--- src/rtl/axi4lite_reg_bridge.sv ---
// AXI4-Lite slave to simple req/ack register bus bridge, one access in flight.
// Optional register-side timeout compiled in with `define AXIL_REG_TIMEOUT_EN.
module axi4lite_reg_bridge #(
  parameter int DATA_WIDTH     = 32,
  parameter int ADDR_WIDTH     = 32,
  parameter int TIMEOUT_CYCLES = 255
) (
  input  logic                    ACLK,
  input  logic                    ARESET,
  input  logic [ADDR_WIDTH-1:0]   AWADDR,
  input  logic                    AWVALID,
  output logic                    AWREADY,
  input  logic [DATA_WIDTH-1:0]   WDATA,
  input  logic [DATA_WIDTH/8-1:0] WSTRB,
  input  logic                    WVALID,
  output logic                    WREADY,
  output logic [1:0]              BRESP,
  output logic                    BVALID,
  input  logic                    BREADY,
  input  logic [ADDR_WIDTH-1:0]   ARADDR,
  input  logic                    ARVALID,
  output logic                    ARREADY,
  output logic [DATA_WIDTH-1:0]   RDATA,
  output logic [1:0]              RRESP,
  output logic                    RVALID,
  input  logic                    RREADY,
  output logic                    reg_req,
  output logic                    reg_we,
  output logic [ADDR_WIDTH-1:0]   reg_addr,
  output logic [DATA_WIDTH-1:0]   reg_wdata,
  output logic [DATA_WIDTH/8-1:0] reg_wstrb,
  input  logic                    reg_ack,
  input  logic [DATA_WIDTH-1:0]   reg_rdata,
  input  logic                    reg_err
);
  localparam int STRB_W = DATA_WIDTH / 8;
  localparam logic [ADDR_WIDTH-1:0] ALIGN_MASK = ~ADDR_WIDTH'(STRB_W - 1);

  localparam logic [1:0] S_IDLE   = 2'd0;
  localparam logic [1:0] S_ACCESS = 2'd1;
  localparam logic [1:0] S_RESP   = 2'd2;

  logic [1:0]            state_q, state_d;
  logic                  rdy_q;
  logic                  prio_rd_q, prio_rd_d;
  logic                  cur_we_q, cur_we_d;
  logic                  aw_full_q, aw_full_d, w_full_q, w_full_d, ar_full_q, ar_full_d;
  logic [ADDR_WIDTH-1:0] aw_addr_q, aw_addr_d, ar_addr_q, ar_addr_d;
  logic [DATA_WIDTH-1:0] w_data_q, w_data_d;
  logic [STRB_W-1:0]     w_strb_q, w_strb_d;
  logic                  reg_req_q, reg_req_d;
  logic [ADDR_WIDTH-1:0] reg_addr_q, reg_addr_d;
  logic [DATA_WIDTH-1:0] reg_wdata_q, reg_wdata_d;
  logic [STRB_W-1:0]     reg_wstrb_q, reg_wstrb_d;
  logic                  bvalid_q, bvalid_d, rvalid_q, rvalid_d;
  logic [1:0]            bresp_q, bresp_d, rresp_q, rresp_d;
  logic [DATA_WIDTH-1:0] rdata_q, rdata_d;
  logic                  tmo_hit;

`ifdef AXIL_REG_TIMEOUT_EN
  localparam int TW = $clog2(TIMEOUT_CYCLES + 1);
  logic [TW-1:0] tmo_q, tmo_d;

  assign tmo_hit = reg_req_q && (tmo_q == TW'(TIMEOUT_CYCLES - 1));

  always_comb begin
    tmo_d = tmo_q;
    if (state_q == S_IDLE)
      tmo_d = '0;
    else if (state_q == S_ACCESS && reg_req_q && !reg_ack)
      tmo_d = tmo_q + 1'b1;
  end

  always_ff @(posedge ACLK or posedge ARESET) begin
    if (ARESET) tmo_q <= '0;
    else        tmo_q <= tmo_d;
  end
`else
  logic unused_tmo_cfg;
  assign unused_tmo_cfg = (TIMEOUT_CYCLES != 0);
  assign tmo_hit        = 1'b0;
`endif

  // Ready is gated by rdy_q so nothing is accepted until the cycle after reset.
  assign AWREADY   = rdy_q & ~aw_full_q;
  assign WREADY    = rdy_q & ~w_full_q;
  assign ARREADY   = rdy_q & ~ar_full_q;
  assign BVALID    = bvalid_q;
  assign BRESP     = bresp_q;
  assign RVALID    = rvalid_q;
  assign RRESP     = rresp_q;
  assign RDATA     = rdata_q;
  assign reg_req   = reg_req_q;
  assign reg_we    = cur_we_q;
  assign reg_addr  = reg_addr_q;
  assign reg_wdata = reg_wdata_q;
  assign reg_wstrb = reg_wstrb_q;

  logic wr_pend, rd_pend, grant_wr, done, done_err;

  always_comb begin
    state_d     = state_q;
    prio_rd_d   = prio_rd_q;
    cur_we_d    = cur_we_q;
    aw_full_d   = aw_full_q;
    aw_addr_d   = aw_addr_q;
    w_full_d    = w_full_q;
    w_data_d    = w_data_q;
    w_strb_d    = w_strb_q;
    ar_full_d   = ar_full_q;
    ar_addr_d   = ar_addr_q;
    reg_req_d   = reg_req_q;
    reg_addr_d  = reg_addr_q;
    reg_wdata_d = reg_wdata_q;
    reg_wstrb_d = reg_wstrb_q;
    bvalid_d    = bvalid_q;
    bresp_d     = bresp_q;
    rvalid_d    = rvalid_q;
    rresp_d     = rresp_q;
    rdata_d     = rdata_q;
    wr_pend     = aw_full_q & w_full_q;
    rd_pend     = ar_full_q;
    grant_wr    = wr_pend & (~rd_pend | ~prio_rd_q);
    done        = 1'b0;
    done_err    = 1'b0;

    if (AWVALID && AWREADY) begin
      aw_full_d = 1'b1;
      aw_addr_d = AWADDR;
    end
    if (WVALID && WREADY) begin
      w_full_d = 1'b1;
      w_data_d = WDATA;
      w_strb_d = WSTRB;
    end
    if (ARVALID && ARREADY) begin
      ar_full_d = 1'b1;
      ar_addr_d = ARADDR;
    end

    case (state_q)
      S_IDLE: begin
        if (wr_pend || rd_pend) begin
          state_d     = S_ACCESS;
          reg_req_d   = 1'b1;
          cur_we_d    = grant_wr;
          prio_rd_d   = grant_wr;
          reg_addr_d  = (grant_wr ? aw_addr_q : ar_addr_q) & ALIGN_MASK;
          reg_wdata_d = grant_wr ? w_data_q : '0;
          reg_wstrb_d = grant_wr ? w_strb_q : '0;
        end
      end
      S_ACCESS: begin
        if (reg_req_q && reg_ack) begin
          done     = 1'b1;
          done_err = reg_err;
        end else if (tmo_hit) begin
          done     = 1'b1;
          done_err = 1'b1;
        end
        if (done) begin
          reg_req_d = 1'b0;
          state_d   = S_RESP;
          if (cur_we_q) begin
            bvalid_d = 1'b1;
            bresp_d  = done_err ? 2'b10 : 2'b00;
          end else begin
            rvalid_d = 1'b1;
            rresp_d  = done_err ? 2'b10 : 2'b00;
            rdata_d  = done_err ? '0 : reg_rdata;
          end
        end
      end
      S_RESP: begin
        if (cur_we_q && bvalid_q && BREADY) begin
          bvalid_d  = 1'b0;
          aw_full_d = 1'b0;
          w_full_d  = 1'b0;
          state_d   = S_IDLE;
        end else if (!cur_we_q && rvalid_q && RREADY) begin
          rvalid_d  = 1'b0;
          ar_full_d = 1'b0;
          state_d   = S_IDLE;
        end
      end
      default: state_d = S_IDLE;
    endcase
  end

  always_ff @(posedge ACLK or posedge ARESET) begin
    if (ARESET) begin
      state_q     <= S_IDLE;
      rdy_q       <= 1'b0;
      prio_rd_q   <= 1'b0;
      cur_we_q    <= 1'b0;
      aw_full_q   <= 1'b0;
      aw_addr_q   <= '0;
      w_full_q    <= 1'b0;
      w_data_q    <= '0;
      w_strb_q    <= '0;
      ar_full_q   <= 1'b0;
      ar_addr_q   <= '0;
      reg_req_q   <= 1'b0;
      reg_addr_q  <= '0;
      reg_wdata_q <= '0;
      reg_wstrb_q <= '0;
      bvalid_q    <= 1'b0;
      bresp_q     <= 2'b00;
      rvalid_q    <= 1'b0;
      rresp_q     <= 2'b00;
      rdata_q     <= '0;
    end else begin
      state_q     <= state_d;
      rdy_q       <= 1'b1;
      prio_rd_q   <= prio_rd_d;
      cur_we_q    <= cur_we_d;
      aw_full_q   <= aw_full_d;
      aw_addr_q   <= aw_addr_d;
      w_full_q    <= w_full_d;
      w_data_q    <= w_data_d;
      w_strb_q    <= w_strb_d;
      ar_full_q   <= ar_full_d;
      ar_addr_q   <= ar_addr_d;
      reg_req_q   <= reg_req_d;
      reg_addr_q  <= reg_addr_d;
      reg_wdata_q <= reg_wdata_d;
      reg_wstrb_q <= reg_wstrb_d;
      bvalid_q    <= bvalid_d;
      bresp_q     <= bresp_d;
      rvalid_q    <= rvalid_d;
      rresp_q     <= rresp_d;
      rdata_q     <= rdata_d;
    end
  end

endmodule

--- config.mk ---
export PLATFORM = sky130hd
export DESIGN_NAME = axi4lite_reg_bridge
export DESIGN_NICKNAME = d
export VERILOG_FILES = /design/src/rtl/axi4lite_reg_bridge.sv
export SDC_FILE = /design/constraint.sdc
export NUM_CORES = 1
export LEC_CHECK = 0
export ABC_AREA = 1
export BUFFER_PORTS_ARGS = -buffer_cell sky130_fd_sc_hd__clkbuf_2
export CORE_UTILIZATION = 52
export DETAILED_ROUTE_END_ITERATION = 8
export PLACE_DENSITY = 0.8
export SYNTH_ARGS = -nofsm -noshare
export SYNTH_HDL_FRONTEND = slang
export SYNTH_SLANG_ARGS = --single-unit
--- constraint.sdc ---
create_clock -name ACLK -period 7.5 [get_ports ACLK]
set_input_delay 0 -clock ACLK [delete_from_list [all_inputs] [get_ports ACLK]]
set_output_delay 0 -clock ACLK [all_outputs]
set_load 0.05 [all_outputs]
==> results.md <==
- Status: finished, final reports clean
- Rel. slew slack: 22.2%
- Most used DFF post-synth: dfrtp_1
- # clock sinks: 206
- Total CTS buffers: 22
- CP Capture Type: register
- Final Max Tran Viols: 0
- Post-CTS Setup Bufs: 0
- RD Place Congestion: 0.827
- Num rows: 46
- Cell accounting for the most synthesized area: dfrtp_1
- First-pass GRT wire length: 39.5 mm
- FFs w/ async S/R, synth: 100%
- CTS tree: yes
- Number of buffers and inverters on the critical path: 1
- Max clock buf depth: 3
- VDD IR max: 373 uV
- Final Cycle Share: 29.1%
- Initial core utilization: 53.2%
- Overflow left after global routing: 0
- Final nets: 1461
- Initial antenna violation count: 2
- Worst hold path class: in -> async
- Most frequent cell after synthesis: nand2_1
- Critical Path RT: 7.87 ns
- Die H: 129 um
- Sequential element share of the synthesized area: 61.0%
- GR Util met3: 6.52%
- Final setup violation count: 0
- Max-cap violations: 0
- Tot Pwr: 5.66 mW
- CP max stage cell: nand3_2
- Syn-to-layout area delta: 40.8%
- Routed WL: 25.2 mm
- Area of the mapped netlist: 8450 um2
- Post-Route Setup TNS: 0 ns
- Largest cells by area after synthesis: dfrtp_1, nand2_1, nand3_1
- Fmax: 0.458 GHz
- Top cell family by delay on the critical path: simple AND/OR/NAND/NOR gates
- Share of cells above drive strength 1: 22.5%
- Arrival @ worst endpoint: 2.56 ns
- Max Fanout on Critical Path: 67
- Cell chosen for the clock root: clkbuf_16
- Final Hold Vio Count: 0
- Clock Latency Late Sink: 0.50 ns
- Fin crit period: 2.18 ns
- Global routing usage on met2: 53.1%
- Vias in the first global route: 8142
- Clock Skews: 0.0111 ns
- CP startpoint kind: register
- Post-synth EDFFs: 0
- Core region area: 15900 um2
- Leak: 6.50 nW
- H-tree depth: 1
- Drt first pass iters: 5
- Synth unique cells: 20
- Synth warn: 0
- Worst slew pin tran: 1.17 ns
- Final ANT Viol Nets: 0
- Met1 usage: 35.0%
- Pwr Density: 475 nW/um2
- Input/output buffers: 243
- Worst-path clk slew: 0.06 ns
- Largest stage delay, worst path: 0.89 ns
- Busiest grt layer: met2
- HPWL after DPL: 13.4 mm
- DIE WIDTH: 129 um
- Top cells by count, synth: nand2_1, dfrtp_1, nand3_1, inv_1, nor2_1
- RSZ-0062 raised after global routing: no
- FF+latch count, synth: 206
- Mapped Cells: 971
- WL/cell: 16.2 um
- Io pins: 252
- DRT iter0 DRCs: 552
- Total GRT Usage: 30.2%
- Die area: 16800 um2
- Crit-path cells: nand2_1 -> inv_1 -> nand3_2 -> o21ai_1
- DR DRC count: 0
- Routed vias: 8067
- Area share of the largest cell type after synthesis: 61.0%
- Crit path kind: reg -> reg
- Avg Cell Area, Syn: 8.70 um2
- Via density: 5.19
- Pin count of the biggest net entering global routing: 129
[flip-flops by register name, summed over array words and instances, names as in the netlist, 2 cells and up]
register,count
RDATA,32
ar_addr_q,30
aw_addr_q,30
reg_addr,30
reg_wdata,32
reg_wstrb,4
state_q,2
w_data_q,32
w_strb_q,4
[final timing paths]
| path | end | cells past startpoint | from | slack, ns |
|---|---|---|---|---|
| min | RDATA[20] | 3 | ARESET | 0.25 |
| max reg2reg | RDATA[27] | 4 | reg_req | 5.32 |
| min in group ACLK | w_data_q[17] | 4 | WDATA[17] | 0.28 |
| max in group asynchronous | w_data_q[31] | 4 | ARESET | 5.68 |
| max | RDATA[27] | 4 | reg_req | 5.32 |
| min reg2reg | w_data_q[31] | 2 | w_data_q[31] | 0.47 |
[timing repair]
item | in CTS | in global routing
hold endpoints to repair | 263 | 0
hold buffers | 135 | 0
resized for setup | 0 | 0
[metal layers]
| layer | part of all wire, % | wire length (um) | up-vias |
|---|---|---|---|
| met3 | 7.4 | 1860 | 79 |
| met1 | 38 | 9590 | 3851 |
| met2 | 51 | 12800 | 374 |
| li1 | - | - | 3763 |
| met5 | 0 | 0 | - |
| met4 | 3.9 | 994 | 0 |
[stage by stage]
stage          instance area [um2]  setup slack (ns)  util, %  std cells  hold WS (ns)
2_1_floorplan                 8460              1.88        -        974         0.135
3_3_place_gp                  9670              5.45     60.9       1377         0.230
3_5_place_dp                  9670              5.44     60.9       1377         0.232
4_1_cts                      11900              5.41     74.9       1552         0.257
5_1_grt                      11900              5.08     74.9       1554         0.285
6_report                     11900              5.32     74.9       1555         0.255
[layout by cell type, fill, tap and decap left out]
cell type      instances
nor2_1                66
nand2_2                3
o21ai_1               29
clkinv_2               2
nand3_2                1
clkbuf_8               6
conb_1                 5
clkbuf_2             243
o21ai_0                7
inv_1                 66
clkinv_4               1
dlygate4sd3_1        135
nand2_1              316
a21oi_1               66
bufinv_16              6
inv_8                  1
clkbuf_1               2
diode_2                3
nand4_1                1
inv_2                  5
nor2_2                 2
clkbuf_16             23
buf_4                  7
nand3_1              136
nor2_4                 1
dfrtp_1              206
[final cells by class]
| type | count | area [um2] |
|---|---|---|
| repair buffers | 385 | 2620 |
| inverters | 72 | 278 |
| diodes | 3 | 7.51 |
| multi-input cells | 633 | 2700 |
| well taps | 216 | 270 |
| flip-flops and latches | 206 | 5150 |
| fillers | 1077 | 3990 |
| clock inverters | 9 | 199 |
| clock buffers | 31 | 666 |
[worst register-to-register path, cell delays in order, from the launching register on]
cell     delay (ns)
dfrtp_1        0.40
nand2_1        0.11
inv_1          0.12
nand3_2        0.89
o21ai_1        0.53
[cells by family (layout without fill, tap and decap cells)]
logic type / Yosys count / in the layout / share of synthesized area (%)
AND/OR/NAND/NOR: 526 / 526 / 25.6
flip-flops: 206 / 206 / 61.0
buffers and inverters: 135 / 497 / 7.24
AO/OA/AOI/OAI: 102 / 102 / 6.04
other: 2 / 8 / 0.0889
[report_power, final]
group	switching (mW)	internal, mW
clock	0.441	0.825
combinational	1.89	0.617
sequential	0.263	1.62
Power figures use the tool's default switching activity.
